==> src/rtl/cond_pkg.sv <==
// Shared ARM condition-code encodings and NZCV bit positions used by the
// flag unit, its condition decoder and anything that builds NZCV words.
package cond_pkg;

  typedef enum logic [3:0] {
    COND_EQ = 4'h0,
    COND_NE = 4'h1,
    COND_CS = 4'h2,
    COND_CC = 4'h3,
    COND_MI = 4'h4,
    COND_PL = 4'h5,
    COND_VS = 4'h6,
    COND_VC = 4'h7,
    COND_HI = 4'h8,
    COND_LS = 4'h9,
    COND_GE = 4'hA,
    COND_LT = 4'hB,
    COND_GT = 4'hC,
    COND_LE = 4'hD,
    COND_AL = 4'hE,
    COND_NV = 4'hF
  } cond_e;

  localparam int FLAG_N = 3;
  localparam int FLAG_Z = 2;
  localparam int FLAG_C = 1;
  localparam int FLAG_V = 0;

  typedef logic [3:0] nzcv_t;

endpackage

==> src/rtl/cond_eval.sv <==
// Purely combinational ARM condition decoder: cond field + NZCV -> pass.
module cond_eval
  import cond_pkg::*;
(
  input  logic [3:0] cond,
  input  logic [3:0] nzcv,
  output logic       pass
);

  logic n, z, c, v;

  assign n = nzcv[FLAG_N];
  assign z = nzcv[FLAG_Z];
  assign c = nzcv[FLAG_C];
  assign v = nzcv[FLAG_V];

  always_comb begin
    // NOTE: default assigned first so every path drives pass and no latch is inferred.
    pass = 1'b0;
    case (cond_e'(cond))
      COND_EQ: pass = z;
      COND_NE: pass = !z;
      COND_CS: pass = c;
      COND_CC: pass = !c;
      COND_MI: pass = n;
      COND_PL: pass = !n;
      COND_VS: pass = v;
      COND_VC: pass = !v;
      COND_HI: pass = c & !z;
      COND_LS: pass = !c | z;
      COND_GE: pass = (n == v);
      COND_LT: pass = (n != v);
      COND_GT: pass = !z & (n == v);
      COND_LE: pass = z | (n != v);
      COND_AL: pass = 1'b1;
      default: pass = 1'b0;
    endcase
  end

endmodule

==> src/rtl/cond_flag_unit.sv <==
// NZCV flag register with in-flight flag-setter tracking, issue interlock,
// single-stage flag forwarding into condition evaluation, and a sticky error.
module cond_flag_unit
  import cond_pkg::*;
#(
  parameter int MAX_PEND = 2
) (
  input  logic       clk,
  input  logic       rst_n,
  input  logic       alu_valid,
  input  logic       alu_s,
  input  logic       alu_arith,
  input  logic       alu_n,
  input  logic       alu_z,
  input  logic       alu_c,
  input  logic       alu_v,
  input  logic       shift_c,
  input  logic       flag_wr,
  input  logic [3:0] flag_wdata,
  input  logic       issue_valid,
  input  logic [3:0] issue_cond,
  input  logic       issue_sets_flags,
  output logic       issue_ready,
  output logic       cond_pass,
  output logic [3:0] flags,
  output logic       carry_in,
  output logic       pending,
  output logic       err
);

  localparam int CW = $clog2(MAX_PEND + 1);

  nzcv_t         flags_q, flags_d;
  logic [CW-1:0] count_q, count_d;
  logic          err_q, err_d;

  logic  retire, issue_fire;
  logic  count_zero, count_one, count_full;
  logic  hazard, full_block;
  nzcv_t fwd_flags;

  assign retire     = alu_valid & alu_s;
  assign count_zero = (count_q == '0);
  assign count_one  = (count_q == CW'(1));
  assign count_full = (count_q == CW'(MAX_PEND));

  // Direct writes override a same-cycle ALU update; logical ops keep V.
  always_comb begin
    flags_d = flags_q;
    if (flag_wr) begin
      flags_d = flag_wdata;
    end else if (retire) begin
      if (alu_arith) flags_d = {alu_n, alu_z, alu_c, alu_v};
      else           flags_d = {alu_n, alu_z, shift_c, flags_q[FLAG_V]};
    end
  end

  // Only the last outstanding setter can be forwarded; with more in flight
  // the flags a condition depends on are not yet known.
  assign fwd_flags  = (retire && count_one) ? flags_d : flags_q;
  assign hazard     = (issue_cond != COND_AL) &&
                      ((!count_zero && !count_one) || (count_one && !retire));
  assign full_block = issue_sets_flags && count_full && !retire;

  assign issue_ready = !hazard && !full_block;
  assign issue_fire  = issue_valid & issue_ready & issue_sets_flags;

  always_comb begin
    count_d = count_q;
    if (issue_fire && !retire)                    count_d = count_q + CW'(1);
    else if (retire && !issue_fire && !count_zero) count_d = count_q - CW'(1);
  end

  // A retire with nothing outstanding is a protocol violation; it still
  // updates the flags above.
  assign err_d = err_q | (retire & count_zero);

  // NOTE: sequential state uses non-blocking assignments only.
  always_ff @(posedge clk or negedge rst_n) begin
    if (!rst_n) begin
      flags_q <= '0;
      count_q <= '0;
      err_q   <= 1'b0;
    end else begin
      flags_q <= flags_d;
      count_q <= count_d;
      err_q   <= err_d;
    end
  end

  cond_eval u_cond_eval (
    .cond (issue_cond),
    .nzcv (fwd_flags),
    .pass (cond_pass)
  );

  assign flags    = flags_q;
  assign carry_in = flags_q[FLAG_C];
  assign pending  = !count_zero;
  assign err      = err_q;

endmodule

==> config.mk <==
export PLATFORM = sky130hd
export DESIGN_NAME = cond_flag_unit
export DESIGN_NICKNAME = d
export VERILOG_FILES = /design/src/rtl/cond_pkg.sv /design/src/rtl/cond_eval.sv /design/src/rtl/cond_flag_unit.sv
export SDC_FILE = /design/constraint.sdc
export NUM_CORES = 1
export LEC_CHECK = 0
export CORE_AREA = 2 2 49 51
export CTS_CLUSTER_DIAMETER = 200
export DETAILED_ROUTE_END_ITERATION = 8
export DIE_AREA = 0 0 51 53
export GPL_TIMING_DRIVEN = 0
export MAX_ROUTING_LAYER = met4
export PLACE_DENSITY = 0.73
export SLEW_MARGIN = 0
export SYNTH_ARGS = -nofsm -noshare
export SYNTH_HDL_FRONTEND = slang
export SYNTH_SLANG_ARGS = --single-unit
export TNS_END_PERCENT = 20
==> constraint.sdc <==
create_clock -name clk -period 1.9 [get_ports clk]
set_clock_uncertainty 0.05 [all_clocks]
set_input_delay 0.285 -clock clk [delete_from_list [all_inputs] [get_ports clk]]
set_output_delay 0.285 -clock clk [all_outputs]
set_load 0.03 [all_outputs]
# After elaboration in Yosys (flattened, before gate mapping)
# Index checks and enable logic that the tools add are counted.
dict set report totals {
  output_inout_bits 9
  n_memories 0
  register_bits 7
  latch_bits 0
  rom_bits 0
  ramBits 0
}
dict set report op_classes {
  order_cmp 0
  multipliers 0
  bitwise_logic 9
  n_reduce_logical 24
  n_mux 7
  n_eq_ne 19
  addsub 2
  div 0
  shifts 0
}
# operator n
set ops {}
lappend ops {{4-bit == test (second input constant)} 7}
lappend ops {{4-bit by 3-bit == test with 1-bit output (second input constant)} 4}
lappend ops {{1-bit case mux with 15 select lines} 1}
lappend ops {{4-bit 2-to-1 mux} 3}
lappend ops {{1-bit logical AND} 10}
lappend ops {{1-bit zero test} 10}
lappend ops {{4-bit by 2-bit == test with 1-bit output (second input constant)} 2}
lappend ops {{1-bit bitwise AND} 6}
lappend ops {{2-bit 2-to-1 mux} 3}
lappend ops {{4-bit by 1-bit == test with 1-bit output (second input constant)} 1}
lappend ops {{4-bit zero test} 1}
lappend ops {{4-bit != test (second input constant)} 1}
lappend ops {{1-bit bitwise OR} 3}
lappend ops {{2-bit by 1-bit adder with 2-bit output (second input constant)} 1}
lappend ops {{2-bit by 1-bit == test with 1-bit output (second input constant)} 1}
lappend ops {{2-bit == test (second input constant)} 1}
lappend ops {{2-bit zero test} 1}
lappend ops {{2-bit nonzero test} 1}
lappend ops {{2-bit by 1-bit subtractor with 2-bit output (second input constant)} 1}
lappend ops {{1-bit == test} 1}
lappend ops {{1-bit logical OR} 1}
lappend ops {{1-bit != test} 1}

# Logic depth before layout (Yosys ltp)
dict set report depth {
  depth_word 14
  mapped_depth 9
  depth_no_buf 8
}

# Modules after synthesis
# A second synthesis with hierarchy kept.
dict set report hier_totals {
  hier_cells 78
  hier_area_um2 691.9
}
# module seq_area_each_um2 cells_each n_inst area_each_um2
set by_module_without_submodules {}
lappend by_module_without_submodules {cond_flag_unit 175.2 50 1 498.0}
lappend by_module_without_submodules {cond_eval 0.0 28 1 193.9}

# Worst setup path before layout
# Ideal clock, no wire load.
dict set report synth_timing {
  kind {register -> output}
  from {reg count_q[1]}
  to {out cond_pass}
  arrival_ns 1.952
  t_required_ns 1.565
  path_slack_ns -0.387
  path_stages_with_launch 10
  path_cell_list {dfrtp_1 -> inv_1 -> ha_1 -> and3_4 -> buf_6 -> mux2i_1 -> a21oi_1 -> nor4bb_1 -> nor3_1 -> nand4b_1}
}
dict set report synth_via {
  elab_chain_cells 6
  elab_cells_between_ends 14
}
# item line
set synth_lines {}
lappend synth_lines {{start: declaration} cond_flag_unit.sv:34} ;# logic [CW-1:0] count_q, count_d;
lappend synth_lines {{start signal: assignment} cond_flag_unit.sv:86} ;# count_q <= count_d;
lappend synth_lines {{2-bit by 1-bit == test with 1-bit output *} cond_flag_unit.sv:44} ;# assign count_one = (count_q == CW'(1));
lappend synth_lines {{1-bit logical AND *} cond_flag_unit.sv:60} ;# assign fwd_flags = (retire && count_one) ? flags_d : flags_q;
lappend synth_lines {{4-bit 2-to-1 mux *} cond_flag_unit.sv:60}
lappend synth_lines {{1-bit != test, or another cell as far along} {cond_eval.sv:32, cond_eval.sv:34}}
lappend synth_lines {{1-bit bitwise OR, or another cell as far along} cond_eval.sv:34} ;# COND_LE: pass = z | (n != v);
lappend synth_lines {{1-bit case mux with 15 select lines *} cond_eval.sv:20} ;# case (cond_e'(cond))
lappend synth_lines {{end: declaration} cond_flag_unit.sv:24} ;# output logic cond_pass,
# Every way passes the cells marked *; elsewhere a longest branch is shown, timed or not.

# Worst setup path after layout
dict set report layout_timing {
  from {in alu_valid}
  to {out cond_pass}
}
dict set report layout_via {
  elab_chain_cells 7
  elab_cells_between_ends 16
}
# item line
set layout_lines {}
lappend layout_lines {{start: declaration} cond_flag_unit.sv:10} ;# input logic alu_valid,
lappend layout_lines {{1-bit bitwise AND *} cond_flag_unit.sv:42} ;# assign retire = alu_valid & alu_s;
lappend layout_lines {{4-bit 2-to-1 mux} cond_flag_unit.sv:52} ;# end else if (retire) begin
lappend layout_lines {{4-bit 2-to-1 mux} cond_flag_unit.sv:50} ;# if (flag_wr) begin
lappend layout_lines {{4-bit 2-to-1 mux *} cond_flag_unit.sv:60}
lappend layout_lines {{1-bit != test, or another cell as far along} {cond_eval.sv:32, cond_eval.sv:34}}
lappend layout_lines {{1-bit bitwise OR, or another cell as far along} cond_eval.sv:34}
lappend layout_lines {{1-bit case mux with 15 select lines *} cond_eval.sv:20}
# Marks and branches as above.

==> results summary <==
The run finished, with violations left. The checks that failed: negative setup slack. The first detailed-routing pass ran for 4 iterations. During placement, the flow inserted port buffers numbering 27.

The sequential cell area came out at 175 sq um. The wire length after detailed routing is 2210 microns. The endpoint of the worst register-to-register path is count_q[1]$_DFFE_PN0P_. The clock network fraction of total power came out at 12.6%. Once detail routing completed, the nets flagged for antenna violations numbered 0. The power density over cell area came out at 824 nW/um^2. Sequential cells were found to cover 21.2% of the synthesized design area. The share of total power dissipated in sequential elements is 20.3%. The number of buffers created by CTS came out at 3.

The iteration-0 DRC count of the detailed router is 11. The count of unique library cells instantiated by Yosys is 40. CTS saw 7 sinks.

The number of buffers on the longest clock path is 2. The combinational share of power is 67.1%. The via count of the first global-routing pass came out at 843. The overall via count from detail_route is 887. The fraction of synthesized cell area taken by the top area cell type is 21.2%. Yosys mapped a number of flops with a built-in enable equal to 0. The smallest clock period supported by the final layout is computed as 2.41 ns. The number of hold buffers added after CTS is 0. The placement-stage cell area is 1170 sq um. The insertion delay of the later-clocked pin in the worst-skew pair came out at 0.25 ns. The category of the worst setup path launch point is an input port. CTS built an H-tree with a depth of 1. The pin count of the biggest net entering global routing is 11. Derived from the worst setup path, the maximum achievable clock frequency is 416 MHz. Setup repair after global routing could not meet its margin everywhere.

Counting tap cells, the placed design contains a total of 158 instances. The initial antenna violation count is 0. The die is 53 microns tall. The number of violations of the max-capacitance limit is 0. The CTS root buffer is clkbuf_4. The combined area of all synthesized cells is 827 sq um. The largest driver fanout on the critical path is 5. The register bit total from synthesis came out at 7.

The number of pins with negative max-slew slack in the final report is 0. The maximum vdd drop is 0.696 mV. The clock slew seen by the registers of the worst setup and hold paths came out at 0.05 ns.

In this run the power spent charging and discharging nets is 0.000430 W. The leakage power summed over all cells came out at 0.538 nW. In this run the critical register-to-register path is launched from count_q[0]$_DFFE_PN0P_.

The global-route total usage across every layer came out at 18.6%. The least setup slack across all paths after layout came out at -0.505 ns. The average detailed-routed wire length per instance came out at 13.2 microns.

The tightest min-delay check is of the input port to async pin type. The first global-routing pass estimated 3620 microns of wire. Before CTS, the worst setup slack after placement is -1.11 ns. For this run, the number of Yosys warnings is 0. For this run, the post-layout net count is 165. The fraction of synthesis flops using an asynchronous set or reset pin is 100%. Summing all multi-input logic gate instances after layout gives 647 sq um. Setup violations remaining at the end of the flow were counted as 4. The area of the core is 2150 sq um. The most used flip-flop cell after synthesis is dfrtp_1. The die footprint came out at 2700 sq um. The register-to-register setup slack came out at -0.19 ns.

The cell-internal power is 0.000614 W. The half-perimeter wire length after placement came out at 1640 microns. The number of primary I/O pins is 30. The final estimated routing congestion in global placement came out at 0.784. The total congestion overflow came out at 0. The net switching share of the total power came out at 41.2%. After synthesis, the cell types taking the most area are dfrtp_1 21%, mux2i_1 7.3%, ha_1 4.5%, xor2_1 4.2%, nor2b_1 3.8%. The die outline width is 51 microns. TritonCTS built the clock tree. The cell area after layout is 1270 sq um. The worst setup path is captured at an output port. In the routed layout, each cell is associated on average with a via count of 5.28. The class of the most critical setup path is input port to output port.

The post-synthesis area per instance is 8.03 sq um. The fraction of the cycle the final worst path needs is 127%. The critical path data required time is 1.56 ns. The final cell count without fillers is 168. The filler cells instantiated in the layout total 197. The cell taking the most area after synthesis is dfrtp_1. The antenna diode count is 0. By count the netlist is led by 8 x nand2_1, 8 x nor2_1, 7 x dfrtp_1, 7 x inv_1, 6 x mux2i_1. The fraction of final layout cells sized beyond drive strength 1 is 21.4%.

The net count of the mapped netlist is 127. The hold violation count in the final report is 0. The synthesis-to-layout area growth is 53.3%. In this run the tightest slew margin relative to its limit is 71.4%.

The path depth of the worst reg2reg path came out at 8. The number of standard cells after synthesis came out at 103. The number of core rows is 17. For this configuration, the core starts out at a cell density of 38.5%. The data arrival at the endpoint of the critical path is 2.07 ns. The remaining design rule violation count is 0. The transition time at the pin with the least slew margin is 0.429 ns.
==> worst max-delay path by stage <==
| stage | to | from | depth (start not counted) | slack (ns) |
|---|---|---|---|---|
| 2_1_floorplan | cond_pass | count_q[1]$_DFFE_PN0P_ | 9 | -0.28 |
| 3_3_place_gp | cond_pass | flag_wr | 8 | -1.09 |
| 3_5_place_dp | cond_pass | flag_wr | 8 | -1.11 |
| 4_1_cts | cond_pass | count_q[1]$_DFFE_PN0P_ | 9 | -0.49 |
| 5_1_grt | cond_pass | count_q[1]$_DFFE_PN0P_ | 9 | -0.64 |
| 6_report | cond_pass | alu_valid | 8 | -0.51 |
==> layer usage <==
layer  track usage (%)  routed length, microns  up-vias
li1                  -                       -      444
met1              22.1                    1020      406
met2              30.1                    1030       31
met3              4.52                     105        6
met4              7.66                      52        0
met5                 -                       0        -
==> power groups by stage <==
| stage | clock (W) | combinational (W) | sequential (W) |
|---|---|---|---|
| 5_1_grt | 0.000154 | 0.000761 | 0.000216 |
| 3_3_place_gp | 0 | 0.000606 | 0.000219 |
| 2_1_floorplan | 0 | 0.000410 | 0.000235 |
| 6_report | 0.000131 | 0.000701 | 0.000212 |
| 3_5_place_dp | 0 | 0.000619 | 0.000220 |
| 4_1_cts | 0.000137 | 0.000654 | 0.000211 |
==> per-stage QoR <==
stage               hold slack (ns)  setup TNS [ns]  util (%)  power, W
finish                        0.241           -1.09      59.0   0.00104
global route                  0.246           -1.39      59.0   0.00113
CTS                           0.243           -1.05      57.4   0.00100
detailed placement            0.397           -2.40      54.5  0.000840
global placement              0.389           -2.31      54.5  0.000825
floorplan                   -0.0606          -0.683         -  0.000645
==> area by class of cell <==
class                      count  area share [%]
multi-input combinational     83            51.0
buffer                         5            2.57
clock buffer                   4            2.07
inverter                       7            2.07
sequential                     7            13.8
tap                           28            2.76
timing repair buffer          34            25.7
==> layout by cell type (no fill, tap or decap), types with 2 or more instances in the layout <==
| master | netlist | routed |
|---|---|---|
| inv_1 | 7 | 6 |
| and3_4 | 2 | 2 |
| o21ai_0 | 2 | 2 |
| clkbuf_1 | 2 | 2 |
| clkdlybuf4s50_1 | 0 | 22 |
| clkbuf_4 | 0 | 3 |
| xor2_1 | 4 | 4 |
| o21ai_1 | 5 | 5 |
| nor2_1 | 8 | 8 |
| nand3_1 | 3 | 3 |
| nand2_1 | 8 | 8 |
| a31oi_1 | 4 | 4 |
| a21o_1 | 3 | 3 |
| dlygate4sd2_1 | 0 | 3 |
| a21oi_1 | 4 | 3 |
| buf_6 | 2 | 3 |
| xnor2_1 | 3 | 3 |
| mux2i_1 | 6 | 5 |
| nand4b_1 | 2 | 2 |
| buf_4 | 1 | 7 |
| dfrtp_1 | 7 | 7 |
| ha_1 | 3 | 2 |
| nor2b_1 | 5 | 5 |
==> repair_timing <==
action | CTS | global route
gates cloned | 0 | 0
resized for setup | 16 | 4
pin swaps | 5 | 5
buffers inserted | 5 | 2
endpoints found under the setup margin | 5 | 5
==> cell families after synthesis <==
kind of cell    share of synthesized area [%]
simple gates                             27.4
buf+inv                                  8.32
flops                                    21.2
compound gates                           21.2
mux                                      9.98
fa+ha+maj                                4.54
xor+xnor                                 7.41
==> worst max-delay path, cell delays in order <==
cell	delay, ns
clkdlybuf4s50_1	0.52
and3_4	0.26
mux2i_4	0.29
a21oi_2	0.08
nor4bb_2	0.31
nor3_2	0.06
nand4b_1	0.11
buf_6	0.14
==> flip-flops by register name, summed over array words and instances (netlist names) <==
register,flops
count_q,2
err,1
flags,4
No activity file was read; power rests on OpenSTA's default activity.
==> variant 1 (config.mk and constraints unchanged) <==
Change the parameter `MAX_PEND` from 2 to 1.
--- a/src/rtl/cond_flag_unit.sv
+++ b/src/rtl/cond_flag_unit.sv
@@ -4,5 +4,5 @@
   import cond_pkg::*;
 #(
-  parameter int MAX_PEND = 2
+  parameter int MAX_PEND = 1
 ) (
   input  logic       clk,
Check against the original RTL: not equivalent (Yosys sat finds a counterexample within 4 cycles, from zero or initial values and one cycle with rst_n low).
==> variant 1 against the original RTL <==
  * The run still ends with negative setup slack left
  * Sequential cell count shrank 1
  * First-iteration DRC count grew 64%
  * Critical path type unchanged
  * Wire length shrank 6.6%
  * Area after synthesis shrank 24%
  * Critical endpoint unchanged
  * Worst setup slack gained 0.10 ns
  * Design area shrank 9.9%
  * Highest routed layer unchanged
  * Fmax grew 4.5%
  * Critical path depth is the same
Power is not compared: it rests on default switching activity, and its combinational part moved more than twofold at a synthesized area within 25%.
==> variant 1: results (changes against the original RTL) <==
----------------------------------------------------
[CTS]
  Number of gates resized after cts ... 45 (was 16)

[Global route]
  First-pass GRT wire length ... 3.09 mm (was 3.62 mm)
  Via count of the first global-routing pass ... 732 (was 843)
  Overall global routing resource usage ... 16.1% (was 18.6%)

[Setup path]
  Peak per-stage delay on the critical path ... 0.46 ns (was 0.52 ns)
  Worst Path Arrival ... 1.97 ns (was 2.07 ns)
  Critical path peak fanout ... 10 (was 5)
  R2r worst-path depth ... 2 (was 8)
  Family of cells with the greatest summed delay on the critical path ... buffers and inverters (was simple AND/OR/NAND/NOR gates)
  Internal reg-to-reg setup slack ... 0.84 ns (was -0.19 ns)
  Worst setup path startpoint ... issue_cond[0] (was alu_valid)

[Cells and area]
  Number of nets at the end of the flow ... 142 (was 165)
  Layout cell share with drive strength beyond 1 ... 35.3% (was 21.4%)
  Number of inserted filler cells in the final layout ... 201 (was 197)
  Design Area, Final ... 0.00114 mm² (was 0.00127 mm²)

[Logic synthesis]
  Sequential element share of the synthesized area ... 24.0% (was 21.2%)
  Avg Inst Size Synth ... 8.57 µm² (was 8.03 µm²)
  Compound-gate portion of the synthesized area ... 26.0% (was 21.2%)
  Post-synth top cells ... nand2_1 (7), dfrtp_1 (6), nor2_1 (6) (was nand2_1 (8), nor2_1 (8), dfrtp_1 (7), inv_1 (7), mux2i_1 (6))
  Net count after synthesis ... 94 (was 127)
  Area contributors post-synth ... dfrtp_1 (24%), mux2i_1 (8.0%), nand2_1 (4.2%), a21oi_1 (4.0%), nand2b_1 (4.0%) (was dfrtp_1 (21%), mux2i_1 (7.3%), ha_1 (4.5%), xor2_1 (4.2%), nor2b_1 (3.8%))
  Fraction of synthesized cell area in xor and xnor cells ... 4.20% (was 7.41%)
  Adder-Cell Fraction of Synth Area ... 0% (was 4.54%)

[Place]
  Number of placed instances, taps included ... 130 (was 158)
  Port bufs ... 29 (was 27)
  Dpl ws ... -1.23 ns (was -1.11 ns)
  Routability-driven placement congestion ratio ... 0.798 (was 0.784)

[Run status]
  Status ... complete, but fails checks (unchanged)
  Violated checks ... negative setup slack (unchanged)

[Routing]
  Number of vias per cell after detailed routing ... 5.27 (was 5.28)
  Violation count after the first detailed-routing iteration ... 18 (was 11)

[Timing]
  Worst hold margin ... 0.231 ns (was 0.241 ns)
  Setup Viol. Count Final ... 1 (was 4)
  Slew at the pin closest to its max-slew limit ... 0.312 ns (was 0.429 ns)
  Final setup slack of the worst path ... -0.403 ns (was -0.505 ns)

----------------------------------------------------
==> variant 1: cell types whose count changed in the layout (fill, tap and decap cells not counted), moves of 4 or more <==
cell	delta
dlygate4sd2_1	+4
o21ai_1	-4
clkdlybuf4s50_1	-7
buf_4	+7
inv_1	-4
==> variant 1: metal layers <==
layer | global-route usage, % | up-vias | wire length [µm]
li1 | - | 371 | -
met1 | 17.0 | 372 | 800
met2 | 29.4 | 30 | 1090
met3 | 5.65 | 2 | 149
met4 | 2.70 | 0 | 24
met5 | - | - | 0
==> variant 1: where the power goes <==
| part | internal [mW] | switching, mW |
|---|---|---|
| Clock | 0.0715 | 0.0464 |
| Sequential | 0.141 | 0.0140 |
| Combinational | 0.164 | 0.154 |
==> variant 1: layout make-up <==
class	instances	share of cell area, %
Clock buffer	3	1.97
Timing Repair Buffer	43	32.6
Sequential cell	6	13.4
Buffer	4	3.29
Inverter	2	0.657
Multi-Input combinational cell	61	45.0
Tap cell	28	3.07
==> variant 2 (config.mk and constraints unchanged) <==
Made on the original files. Register the output `flags` once more, cleared by the reset; this adds one clock of latency there. The other outputs are not delayed to match.
--- a/src/rtl/cond_flag_unit.sv
+++ b/src/rtl/cond_flag_unit.sv
@@ -95,5 +95,11 @@
   );
 
-  assign flags    = flags_q;
+  always_ff @(posedge clk or negedge rst_n) begin
+    if (!rst_n) begin
+      flags <= '0;
+    end else begin
+      flags <= flags_q;
+    end
+  end
   assign carry_in = flags_q[FLAG_C];
   assign pending  = !count_zero;
Formal check against the unedited RTL: not equivalent (a bounded check fails within 4 cycles, from zero or initial values and one cycle with rst_n low).
==> variant 2 against the original RTL <==
  * The flow still finishes with violations (negative setup slack)
  * Wire length grew 0.72%
  * Worst setup slack gained 0.0095 ns
  * Non-clock buffer count is the same
  * Area after synthesis grew 10%
  * Die area is the same
  * Power grew 13%
  * Sequential cell count grew 4
  * Design area grew 6.0%
  * Sequential share of layout area grew 6.7 points
  * Count of clock-buffer cells in the layout is the same
  * Largest cell class unchanged
==> variant 2: results (changes against the original RTL) <==
----------------------------------------------------
[Logic synthesis]
  Post-synthesis cell type count ... 38 (was 40)
  Post-synth top flop ... dfrtp_1 (unchanged)
  Synthesized instance count ... 107 (was 103)
  Sequential element share of the synthesized area ... 30.2% (was 21.2%)
  Post-synth top cells ... dfrtp_1 (11), nand2_1 (10), inv_1 (8), nor2_1 (8), mux2i_1 (6) (was nand2_1 (8), nor2_1 (8), dfrtp_1 (7), inv_1 (7), mux2i_1 (6))
  Area contributors post-synth ... dfrtp_1 (30%), mux2i_1 (6.6%), ha_1 (4.1%), nand2_1 (4.1%), xor2_1 (3.8%) (was dfrtp_1 (21%), mux2i_1 (7.3%), ha_1 (4.5%), xor2_1 (4.2%), nor2b_1 (3.8%))
  Net count after synthesis ... 131 (was 127)

[Power]
  Standby leakage power ... 0.575 nW (was 0.538 nW)
  Clock network power share ... 12.8% (was 12.6%)
  Combinational group share of total power ... 61.3% (was 67.1%)
  Peak supply drop ... 744 µV (was 696 µV)
  Total net switching power ... 467 µW (was 430 µW)
  Power density over the cells ... 881 mW/mm² (was 824 mW/mm²)

[Timing]
  Final setup slack of the worst path ... -0.496 ns (was -0.505 ns)
  Final-layout setup total negative slack ... -1.09 ns (about the same)
  Remaining max-slew budget at the tightest pin ... 68.4% (was 71.4%)
  Setup Viol. Count Final ... 4 (unchanged)

[CTS]
  Worst-skew pair later-pin latency ... 0.26 ns
  CTS clock-pin slew for the worst setup and hold paths ... 0.06 ns
  Deepest level of the CTS H-tree ... 1 (unchanged)

[Run status]
  Status ... complete, but fails checks (unchanged)
  Violated checks ... negative setup slack (unchanged)

[Global route]
  Number of antenna violations at the first check in global routing ... 0 (unchanged)
  Overall global routing resource usage ... 18.6% (about the same)
  Via count of the first global-routing pass ... 859 (was 843)

[Setup path]
  Worst reg2reg path startpoint ... count_q[1]$_DFFE_PN0P_ (was count_q[0]$_DFFE_PN0P_)
  Critical path's slowest cell ... dfrtp_1 (was clkdlybuf4s50_1)
  Internal reg-to-reg setup slack ... -0.24 ns (was -0.19 ns)
  R2r worst-path depth ... 10 (was 8)
  Peak per-stage delay on the critical path ... 0.39 ns (was 0.52 ns)
  End of the worst register-to-register path ... count_q[0]$_DFFE_PN0P_ (was count_q[1]$_DFFE_PN0P_)

[Place]
  Dpl ws ... -1.10 ns (was -1.11 ns)
  Number of placed instances, taps included ... 162 (was 158)
  Routability-driven placement congestion ratio ... 0.778 (was 0.784)

[Cells and area]
  Layout cell share with drive strength beyond 1 ... 17.9% (was 21.4%)
  Final cell count without fillers ... 173 (was 168)

[Routing]
  Wire per inst ... 12.9 µm (was 13.2 µm)
  Violation count after the first detailed-routing iteration ... 8 (was 11)
  Via total after detailed routing ... 911 (was 887)

----------------------------------------------------
==> variant 2: metal layers <==
| layer | GRT usage, % | share of wire [%] |
|---|---|---|
| met5 | - | 0 |
| met3 | 3.39 | 3.0 |
| met1 | 21.2 | 44 |
| met4 | 4.05 | 0.58 |
| met2 | 34.0 | 53 |
==> variant 2: cells by family after synthesis <==
group | synth area share (%)
multiplexers | 9.05
AO/OA/AOI/OAI | 18.1
buffers and inverters | 7.13
adder cells (fa/ha/maj) | 4.12
XOR/XNOR | 6.72
AND/OR/NAND/NOR | 24.7
flip-flops | 30.2
==> variant 2: layout make-up <==
cell class                 instances  area, µm²
sequential                        11        275
inverter                           8       30.0
fill                             190        805
timing repair buffer              35        333
multi-input combinational         83        619
clock buffer                       4       26.3
tap                               28       35.0
buffer                             4       25.0
==> variant 2: critical path, delay by kind of cell (launching register included) <==
kind                     cells  cell delay (ns)
AND/OR/NAND/NOR              4             0.69
flip-flops                   1             0.39
multiplexers                 1             0.27
buffers and inverters        2             0.22
adder cells (fa/ha/maj)      1             0.13
AO/OA/AOI/OAI                1             0.09
==> variant 2: worst max-delay path by stage <==
stage          slack (ns)  cells past startpoint         to                   start
5_1_grt             -0.61                      9  cond_pass  count_q[1]$_DFFE_PN0P_
6_report            -0.50                      9  cond_pass  count_q[1]$_DFFE_PN0P_
3_3_place_gp        -1.07                      9  cond_pass                 flag_wr
3_5_place_dp        -1.10                      8  cond_pass                 flag_wr
2_1_floorplan       -0.26                      9  cond_pass  count_q[1]$_DFFE_PN0P_
4_1_cts             -0.47                      9  cond_pass  count_q[1]$_DFFE_PN0P_
==> variant 2: timing repair <==
action,CTS,global route
gates resized for setup,17,2
pin swaps,3,0
setup buffers,8,0
setup endpoints to repair,5,4
